$ cat src/rtl/fetch_decode_queue.sv
// Fetch-to-decode instruction queue: circular FIFO of {pc, inst} entries with flush.
// Optional same-cycle empty-queue bypass when FDQ_BYPASS_EN is defined.
module fetch_decode_queue #(
   parameter int PC_W   = 32,
   parameter int INST_W = 32,
   parameter int DEPTH  = 4
) (
   input  logic                       clk,
   input  logic                       rst,
   input  logic                       flush,
   input  logic                       if_valid,
   output logic                       if_ready,
   input  logic [PC_W-1:0]            if_pc,
   input  logic [INST_W-1:0]          if_inst,
   output logic                       id_valid,
   input  logic                       id_ready,
   output logic [PC_W-1:0]            id_pc,
   output logic [INST_W-1:0]          id_inst,
   output logic [$clog2(DEPTH+1)-1:0] count
);

   localparam int PTR_W = $clog2(DEPTH);
   localparam int CNT_W = $clog2(DEPTH+1);
   localparam logic [CNT_W-1:0] FULL_CNT = CNT_W'(DEPTH);

   logic [PC_W-1:0]   r_pc_mem   [DEPTH];
   logic [INST_W-1:0] r_inst_mem [DEPTH];
   logic [PTR_W-1:0]  r_wr_ptr;
   logic [PTR_W-1:0]  r_rd_ptr;
   logic [CNT_W-1:0]  r_count;

   logic w_empty;
   logic w_push;
   logic w_pop;
   logic w_wr_mem;
   logic w_rd_mem;

   assign w_empty  = (r_count == '0);
   assign if_ready = (r_count != FULL_CNT);
   assign count    = r_count;

   assign w_push = if_valid && if_ready && !flush;
   assign w_pop  = id_valid && id_ready && !flush;

`ifdef FDQ_BYPASS_EN
   logic w_bypass;
   assign w_bypass = w_empty && if_valid && !flush;

   // A bypassed entry consumed this cycle never touches storage.
   assign w_wr_mem = w_push && !(w_bypass && id_ready);
   assign w_rd_mem = w_pop && !w_empty;

   always_comb begin
      id_valid = 1'b0;
      id_pc    = '0;
      id_inst  = '0;
      if (!w_empty) begin
         id_valid = 1'b1;
         id_pc    = r_pc_mem[r_rd_ptr];
         id_inst  = r_inst_mem[r_rd_ptr];
      end else if (w_bypass) begin
         id_valid = 1'b1;
         id_pc    = if_pc;
         id_inst  = if_inst;
      end
   end
`else
   assign w_wr_mem = w_push;
   assign w_rd_mem = w_pop;

   always_comb begin
      id_valid = !w_empty;
      id_pc    = '0;
      id_inst  = '0;
      if (!w_empty) begin
         id_pc   = r_pc_mem[r_rd_ptr];
         id_inst = r_inst_mem[r_rd_ptr];
      end
   end
`endif

   // Storage carries no reset; occupancy alone qualifies its contents.
   always_ff @(posedge clk) begin
      if (!rst && w_wr_mem) begin
         r_pc_mem[r_wr_ptr]   <= if_pc;
         r_inst_mem[r_wr_ptr] <= if_inst;
      end
   end

   always_ff @(posedge clk) begin
      if (rst || flush) begin
         r_wr_ptr <= '0;
         r_rd_ptr <= '0;
         r_count  <= '0;
      end else begin
         if (w_wr_mem) r_wr_ptr <= r_wr_ptr + PTR_W'(1);
         if (w_rd_mem) r_rd_ptr <= r_rd_ptr + PTR_W'(1);
         case ({w_wr_mem, w_rd_mem})
            2'b10:   r_count <= r_count + CNT_W'(1);
            2'b01:   r_count <= r_count - CNT_W'(1);
            default: r_count <= r_count;
         endcase
      end
   end

endmodule

$ cat config.mk
export PLATFORM = sky130hd
export DESIGN_NAME = fetch_decode_queue
export DESIGN_NICKNAME = d
export VERILOG_FILES = /design/src/rtl/fetch_decode_queue.sv
export SDC_FILE = /design/constraint.sdc
export NUM_CORES = 1
export LEC_CHECK = 0
export ABC_AREA = 1
export BUFFER_PORTS_ARGS = -buffer_cell sky130_fd_sc_hd__buf_2
export CAP_MARGIN = 0
export CORE_MARGIN = 5
export CORE_UTILIZATION = 54
export CTS_BUF_LIST = sky130_fd_sc_hd__clkbuf_8
export CTS_CLUSTER_SIZE = 10
export DETAILED_ROUTE_END_ITERATION = 8
export MAX_ROUTING_LAYER = met4
export PLACE_DENSITY = 0.78
export SLEW_MARGIN = 20
export SYNTH_ARGS = -nofsm -noshare
export SYNTH_HDL_FRONTEND = slang
export SYNTH_SLANG_ARGS = --single-unit
export TNS_END_PERCENT = 30
$ cat constraint.sdc
create_clock -name clk -period 4.4 [get_ports clk]
set_clock_uncertainty 0.1 [all_clocks]
set_input_delay 0.88 -clock clk [delete_from_list [all_inputs] [get_ports clk]]
set_output_delay 0.88 -clock clk [all_outputs]
set_load 0.01 [all_outputs]
==> results of run 1 <==
path summary, 6_finish.rpt:
path,startpoint,to,slack (ns)
hold / removal,count[0]$_SDFFE_PP0P_,count[0]$_SDFFE_PP0P_,0.40
hold reg to reg,count[0]$_SDFFE_PP0P_,count[0]$_SDFFE_PP0P_,0.40
setup / recovery,flip-flop,id_pc[1],0.51
setup reg to reg,count[1]$_SDFFE_PP0P_,r_pc_mem[1][15]$_DFFE_PP_,1.83
layer usage:
layer | global-route usage, % | share of wire [%]
met1 | 26.8 | 42
met2 | 33.5 | 49
met3 | 3.59 | 7.6
met4 | 6.64 | 1.7
met5 | - | 0
registers in the layout, indices dropped and copies added, names as in the netlist, named ones only:
signal      cells
count           3
r_rd_ptr        2
r_inst_mem    128
r_wr_ptr        2
r_pc_mem      128
cells by family after synthesis:
group | count (synthesis) | synth area share, %
adders and majority gates | 6 | 0.792
buffers and inverters | 68 | 3.62
DFF | 265 | 75.5
AOI/OAI and AO/OA | 198 | 9.51
and+or+nand+nor | 292 | 10.6
power by group:
part           leakage [nW]  switching, mW  internal, mW
registers              2.39        0.00765          2.79
logic                  1.64          0.134        0.0661
clock network         0.429          0.895         0.893
critical path, cell delays in order, from the launching register on:
cell	delay, ns
dfxtp_4	0.50
clkinv_2	0.28
buf_4	0.74
o21ai_0	0.26
a21oi_1	0.34
buf_2	0.20
layout make-up:
class                      instances  area, um^2  share of cell area, %
clock buffer                      42         578                   4.80
sequential                       265        7870                   65.4
multi-input combinational        496        2210                   18.3
antenna                            1        2.50                 0.0208
timing repair buffer             149         826                   6.86
tap                              260         325                   2.70
inverter                          21        80.1                  0.665
clock inverter                    33         143                   1.19
layout by cell type, fill, tap and decap left out:
cell        netlist  final
buf_2            14    137
fa_1              1      1
dfxtp_1           9      7
edfxtp_1        256    256
dfxtp_2           0      1
diode_2           0      1
clkinv_1          0      8
inv_2             3      2
inv_1            18     35
clkinvlp_4        0      2
o21ai_0         119    119
ha_1              5      5
nand2_1          17     17
inv_6             0      1
dfxtp_4           0      1
nor2_4            0      4
clkbuf_8          0     42
buf_4             4      8
nor2_1          269    265
a21oi_1          69     69
clkinv_2          0      6
nand3_1           5      5
o21ai_1          10     10
or2_2             1      1
buf_12            0      4
through the flow:
| step | area (um^2) | util (%) |
|---|---|---|
| 2_1_floorplan | 10400 | - |
| 6_report | 12000 | 63.9 |
| 3_5_place_dp | 11300 | 60.1 |
| 5_1_grt | 12000 | 63.9 |
| 4_1_cts | 12000 | 63.9 |
| 3_3_place_gp | 11300 | 60.1 |
==> metrics.yaml, run 1 <==
ys_warn_count: 0
via_per_inst: 5.33
grt_overflow_total: 0
grt_pass1_wl_mm: 34.8
die_h_um: 149
dp_cells: 1191
path_max_fanout: 106
insertion_delay_ns: 0.53
cts_setup_buffers: 0
final.min_clock_period_ns: 3.89
cp.arrival_ns: 2.91
drv_cap: 0
syn_to_final_growth_pct: 15.5
synth_nets: 904
dp_hpwl_mm: 13.0
async_flop_share_pct: 0
min_path_cells: 2
critPathKind: "flip-flop to output pin"
finalSetupViolCount: 0
cts_resized: 0
grt_start_max_net_pins: 107
track_usage_pct: 20.6
clk_path_buf_depth: 3
finalNonFillerCells: 1267
grt_pass1_vias: 6797
synth_edf_count: 256
synth_area_per_cell_um2: 12.6
vdd_ir_drop_max_uv: 253
routedWlPerCell_um: 17.6
status: "complete, no violations"
tightest_slew_ns: 0.982
whs_ns: 0.397
crit_required_ns: 3.42
leakage_nw: 4.45
fin_tns_setup_ns: 0
drive_gt1_share_pct: 20.8
fmax_mhz: 257
wl_mm: 22.3
root_buffer: "clkbuf_8"
syn-instance-count: 829
slew_violations: 0
dr.first_iter.drc_count: 453
cts_buffers: 42
rsz0062_at_grt: "false"
path_clk_slew_ns: 0.06
reg2regPathDepth: 6
gp_congestion: 0.791
dieArea_um2: 22200
seq_area_frac_synth_pct: 75.5
ctsHoldBuffers: 0
slew_headroom_pct: 34.5
synthFlopType: "edfxtp_1"
synth_commonest_cells: "269 x nor2_1, 256 x edfxtp_1, 119 x o21ai_0"
pin_count: 138
yosysUniqueCellTypes: 18
cts_sinks: 265
htreeDepth: 2
final-hold-violation-count: 0
dp_slack_ns: 0.999
synth_most_common_cell: "nor2_1"
antenna_found_initial: 1
synthTopCellsByArea: "edfxtp_1 74%, nor2_1 9.7%, o21ai_0 5.7%"
nets: 1050
core_region_area_um2: 18800
firstDrtPassIters: 5
n_fill_cell: 1424
synth_top_cell_by_area: "edfxtp_1"
postLayoutSetupSlackWorst_ns: 0.510
numPortBuffers: 137
synth_top_cell_area_share_pct: 73.7
rows: 50
power_mw: 4.79
postRouteAntennaNets: 0
start_util_pct: 55.4
hp-class: "flip-flop to flip-flop"
powerDensity_nw_per_um2: 398
ys_seq_elements: 265
start_kind: "flip-flop"
die_w_um: 149
endpoint_kind: "output pin"
netlist_area_um2: 10400
cts_tree: "built"
vias: 6749
final.period_utilization_pct: 88.4
drcViolationCount: 0
(Power assumes the default switching activity.)
==> run 2, diff against run 1 <==
CELL_PAD_IN_SITES_DETAIL_PLACEMENT = 1   (was default)
CELL_PAD_IN_SITES_GLOBAL_PLACEMENT = 2   (was default)
CORE_UTILIZATION = 37   (was 54)
PLACE_DENSITY = default   (was 0.78)
PLACE_DENSITY_LB_ADDON = 0.1   (was default)
==> metrics.yaml, run 2 (same netlist as run 1, synthesis figures left out) <==
via_per_inst: 4.91
rsz0062_at_grt: "false"
grt_pass1_vias: 7414
worstHoldStart: "r_rd_ptr[1]$_SDFFE_PP0P_"
cp_cell_sequence: "clkinv_2, buf_4, o21ai_0, a21oi_1, buf_2"
final.period_utilization_pct: 84.8
pin_count: 138
path_delay_family: "buffers and inverters"
fmax_mhz: 268
reg2reg_to: "r_pc_mem[1][12]$_DFFE_PP_"
grt_overflow_total: 0
cts_sinks: 265
nets: 1059
postRouteAntennaNets: 0
clk_path_buf_depth: 3
final.min_clock_period_ns: 3.73
postLayoutSetupSlackWorst_ns: 0.670
insertion_delay_ns: 0.55
path_depth: 5
dieArea_um2: 31600
cp_slowest_cell: "buf_4"
antenna_found_initial: 2
tightest_slew_ns: 0.920
track_usage_pct: 17.2
ctsHoldBuffers: 0
r2r_setup_slack_ns: 1.94
power_mw: 4.94
cp_num_buf_inv: 3
min_path_cells: 2
cts_tree: "built"
htreeDepth: 2
finalSetupViolCount: 0
start_kind: "flip-flop"
endpoint_kind: "output pin"
die_w_um: 178
crit_required_ns: 3.42
routedWlPerCell_um: 19.0
fin_util_pct: 44.2
powerDensity_nw_per_um2: 402
dpl_cell_area_um2: 11500
mostFrequentLayoutCell: "nor2_1"
cts_buffers: 47
slew_headroom_pct: 38.7
gp_congestion: 0.718
core_region_area_um2: 27800
cts_resized: 0
dp_slack_ns: 1.16
dr.first_iter.drc_count: 330
cp.arrival_ns: 2.75
slew_violations: 0
wl_mm: 26.5
final_cell_mix: "265 x nor2_1, 256 x edfxtp_1, 137 x buf_2, 119 x o21ai_0, 69 x a21oi_1"
vdd_ir_drop_max_uv: 196
path_max_fanout: 90
n_fill_cell: 3020
critPathKind: "flip-flop to output pin"
regToRegStartpoint: "count[0]$_SDFFE_PP0P_"
dp_hpwl_mm: 15.5
fin_area_um2: 12300
cts_setup_buffers: 0
status: "complete, no violations"
grt_pass1_wl_mm: 41.1
vias: 6846
syn_to_final_growth_pct: 17.8
final-hold-violation-count: 0
drcViolationCount: 0
hp-class: "flip-flop to flip-flop"
grt_start_max_net_pins: 91
rows: 61
drive_gt1_share_pct: 21.2
die_h_um: 178
reg2regPathDepth: 6
path_clk_slew_ns: 0.05
root_buffer: "clkbuf_8"
firstDrtPassIters: 4
start_util_pct: 37.5
leakage_nw: 4.51
critPathMaxStageDelay_ns: 0.70
whs_ns: 0.402
numPortBuffers: 137
drv_cap: 0
[run 2: changes by cell type in the layout (fill, tap and decap cells not counted), moves of 2 or more]
cell      previous run  this run
clkbuf_8            42        47
clkinv_2             6         3
inv_1               35        37
buf_4                8        11
[run 2: final cells by class]
class	count	area [um^2]	share of cell area, %
sequential	265	7870	64.1
clock inverter	31	130	1.06
inverter	21	80.1	0.652
timing repair buffer	153	868	7.07
antenna	2	5.00	0.0407
multi-input combinational	496	2210	18.0
tap	378	473	3.85
clock buffer	47	647	5.27
[run 2: worst max-delay path by stage]
| stage | startpoint | end |
|---|---|---|
| global placement | flip-flop | id_inst[16] |
| detailed placement | flip-flop | id_inst[16] |
| global route | flip-flop | id_inst[29] |
| floorplan | if_valid | r_inst_mem[0][0]$_DFFE_PP_ |
| CTS | flip-flop | id_inst[16] |
| finish | flip-flop | id_inst[29] |
[run 2: power breakdown]
part / switching [mW] / internal, mW / total (mW)
sequential: 0.00866 / 2.79 / 2.80
clock: 0.954 / 0.982 / 1.94
combinational: 0.138 / 0.0693 / 0.208
total: 1.10 / 3.84 / 4.94
[run 2: stage by stage]
stage / TNS, ns / instances
finish: 0 / 1393
global route: 0 / 1393
CTS: 0 / 1391
detailed placement: 0 / 1313
global placement: 0 / 1313
floorplan: -86.48 / 829
[run 2: per-layer routing]
metal | GRT usage [%] | vias to the layer above | part of all wire (%)
met1 | 21.0 | 3439 | 43
li1 | - | 3230 | -
met5 | - | - | 0
met4 | 3.74 | 0 | 1.3
met3 | 4.01 | 32 | 5.1
met2 | 29.3 | 145 | 50
[run 2: worst min-delay path, cell delays in order, from the launching register on]
cell and delay, ns:
dfxtp_1 0.32, nand2_1 0.06, a21oi_1 0.07
==> run 3, diff against run 2 <==
CORE_UTILIZATION = 41   (was 37)
clock period = 3.8 ns   (was 4.4 ns; I/O delays follow)
==> metrics.yaml, run 3 (same netlist as run 1, synthesis figures left out) <==
status: "complete, no violations"
slew_headroom_pct: 38.7
cp_cell_sequence: "buf_4, nor2_1, nor2_1, o21ai_0, a21oi_1, buf_2"
slew_violations: 0
dr.first_iter.drc_count: 385
sw_frac_of_total_pct: 21.7
routedWlPerCell_um: 19.4
cts_setup_buffers: 0
die_w_um: 169
switchingPower_mw: 1.25
syn_to_final_growth_pct: 17.6
rows: 58
cts_tree: "built"
drive_gt1_share_pct: 21.4
finalSetupViolCount: 0
power_mw: 5.77
path_max_fanout: 61
met3_length_mm: 1.18
firstDrtPassIters: 4
start_kind: "flip-flop"
pwr-share-seq_pct: 56.2
whs_ns: 0.342
powerDensity_nw_per_um2: 470
cpMostUsedCell: "nor2_1"
pin_count: 138
fmax_mhz: 299
cts_resized: 0
gp_congestion: 0.728
ctsHoldBuffers: 0
hp-class: "input port to flip-flop"
wl_met2_mm: 13.2
tightest_slew_ns: 0.920
dp_hpwl_mm: 15.5
final.min_clock_period_ns: 3.35
vias: 6849
p_comb_share_pct: 4.2
leakage_nw: 4.52
vdd_ir_drop_max_uv: 429
rsz0062_at_grt: "false"
path_clk_slew_ns: 0.06
critPathMaxStageDelay_ns: 0.59
numPortBuffers: 137
track_usage_pct: 18.6
via_per_inst: 5.08
cp_slowest_cell: "buf_4"
dp_slack_ns: 1.02
p_int_mw: 4.52
nets: 1058
insertion_delay_ns: 0.52
start_util_pct: 41.5
htreeDepth: 2
cp.arrival_ns: 2.49
final.period_utilization_pct: 88.1
endpoint_kind: "output pin"
regArea_um2: 7870
grt_start_max_net_pins: 65
grt_pass1_vias: 7569
wl_mm: 26.1
wl_met1_mm: 11.3
top_layer_used: "met4"
final_cell_mix: "265 x nor2_1, 256 x edfxtp_1, 137 x buf_2, 119 x o21ai_0, 69 x a21oi_1"
dieArea_um2: 28700
antenna_found_initial: 2
crit_required_ns: 2.94
cts_sinks: 265
clk_path_buf_depth: 3
core_region_area_um2: 25100
grt_overflow_total: 0
cts_buffers: 45
root_buffer: "clkbuf_8"
fin_tns_setup_ns: 0
drcViolationCount: 0
mostFrequentLayoutCell: "nor2_1"
critPathKind: "flip-flop to output pin"
pwr-share-clk_pct: 39.6
final-hold-violation-count: 0
multi_input_area_um2: 2210
postLayoutSetupSlackWorst_ns: 0.454
grt_pass1_wl_mm: 40.8
drv_cap: 0
postRouteAntennaNets: 0
n_fill_cell: 2700
die_h_um: 169
-- run 3: changes by cell type in the layout (fill, tap and decap cells not counted), sizes merged --
cell,delta
clkinv,+6
inv,-5
buf,+1
bufinv,+1
clkinvlp,-1
-- run 3: through the flow --
step                      instances  area (um^2)  util (%)
final                          1347        12300      48.8
after floorplan                 829        10400         -
after global placement         1266        11400      45.6
after detailed placement       1266        11400      45.6
after CTS                      1345        12300      48.8
after global routing           1347        12300      48.8
-- run 3: final cells by class --
class	count	area share [%]
clock inverter	32	1.29
inverter	21	0.653
timing repair buffer	154	7.14
multi-input combinational	496	18.0
clock buffer	47	5.28
sequential	265	64.2
antenna	2	0.0408
tap	330	3.37
-- run 3: worst max-delay path, delay by kind of cell, from the launching register on --
family	cells	cell delay (ns)
AND/OR/NAND/NOR	2	0.26
AO/OA/AOI/OAI	2	0.46
flip-flops	1	0.44
buffers and inverters	2	0.80
-- run 3: routing by layer --
metal | vias up | GRT usage [%]
li1 | 3233 | -
met1 | 3424 | 22.9
met2 | 150 | 32.1
met3 | 42 | 3.59
met4 | 0 | 4.34
met5 | - | -
-- run 3: worst paths after layout --
path	startpoint	endpoint	slack (ns)	cells past startpoint
hold / removal	if_inst[9]	r_inst_mem[1][9]$_DFFE_PP_	0.34	1
setup reg to reg	count[0]$_SDFFE_PP0P_	r_pc_mem[0][19]$_DFFE_PP_	1.55	6
hold reg to reg	r_wr_ptr[1]$_SDFFE_PP0P_	r_wr_ptr[1]$_SDFFE_PP0P_	0.42	2
setup / recovery	flip-flop	id_inst[27]	0.45	6
-- run 3: power groups by stage --
stage	sequential, mW	clock (mW)	combinational [mW]
CTS	3.24	2.36	0.249
floorplan	3.30	0	0.105
finish	3.24	2.29	0.243
global placement	3.30	0	0.237
global route	3.24	2.50	0.271
detailed placement	3.30	0	0.248
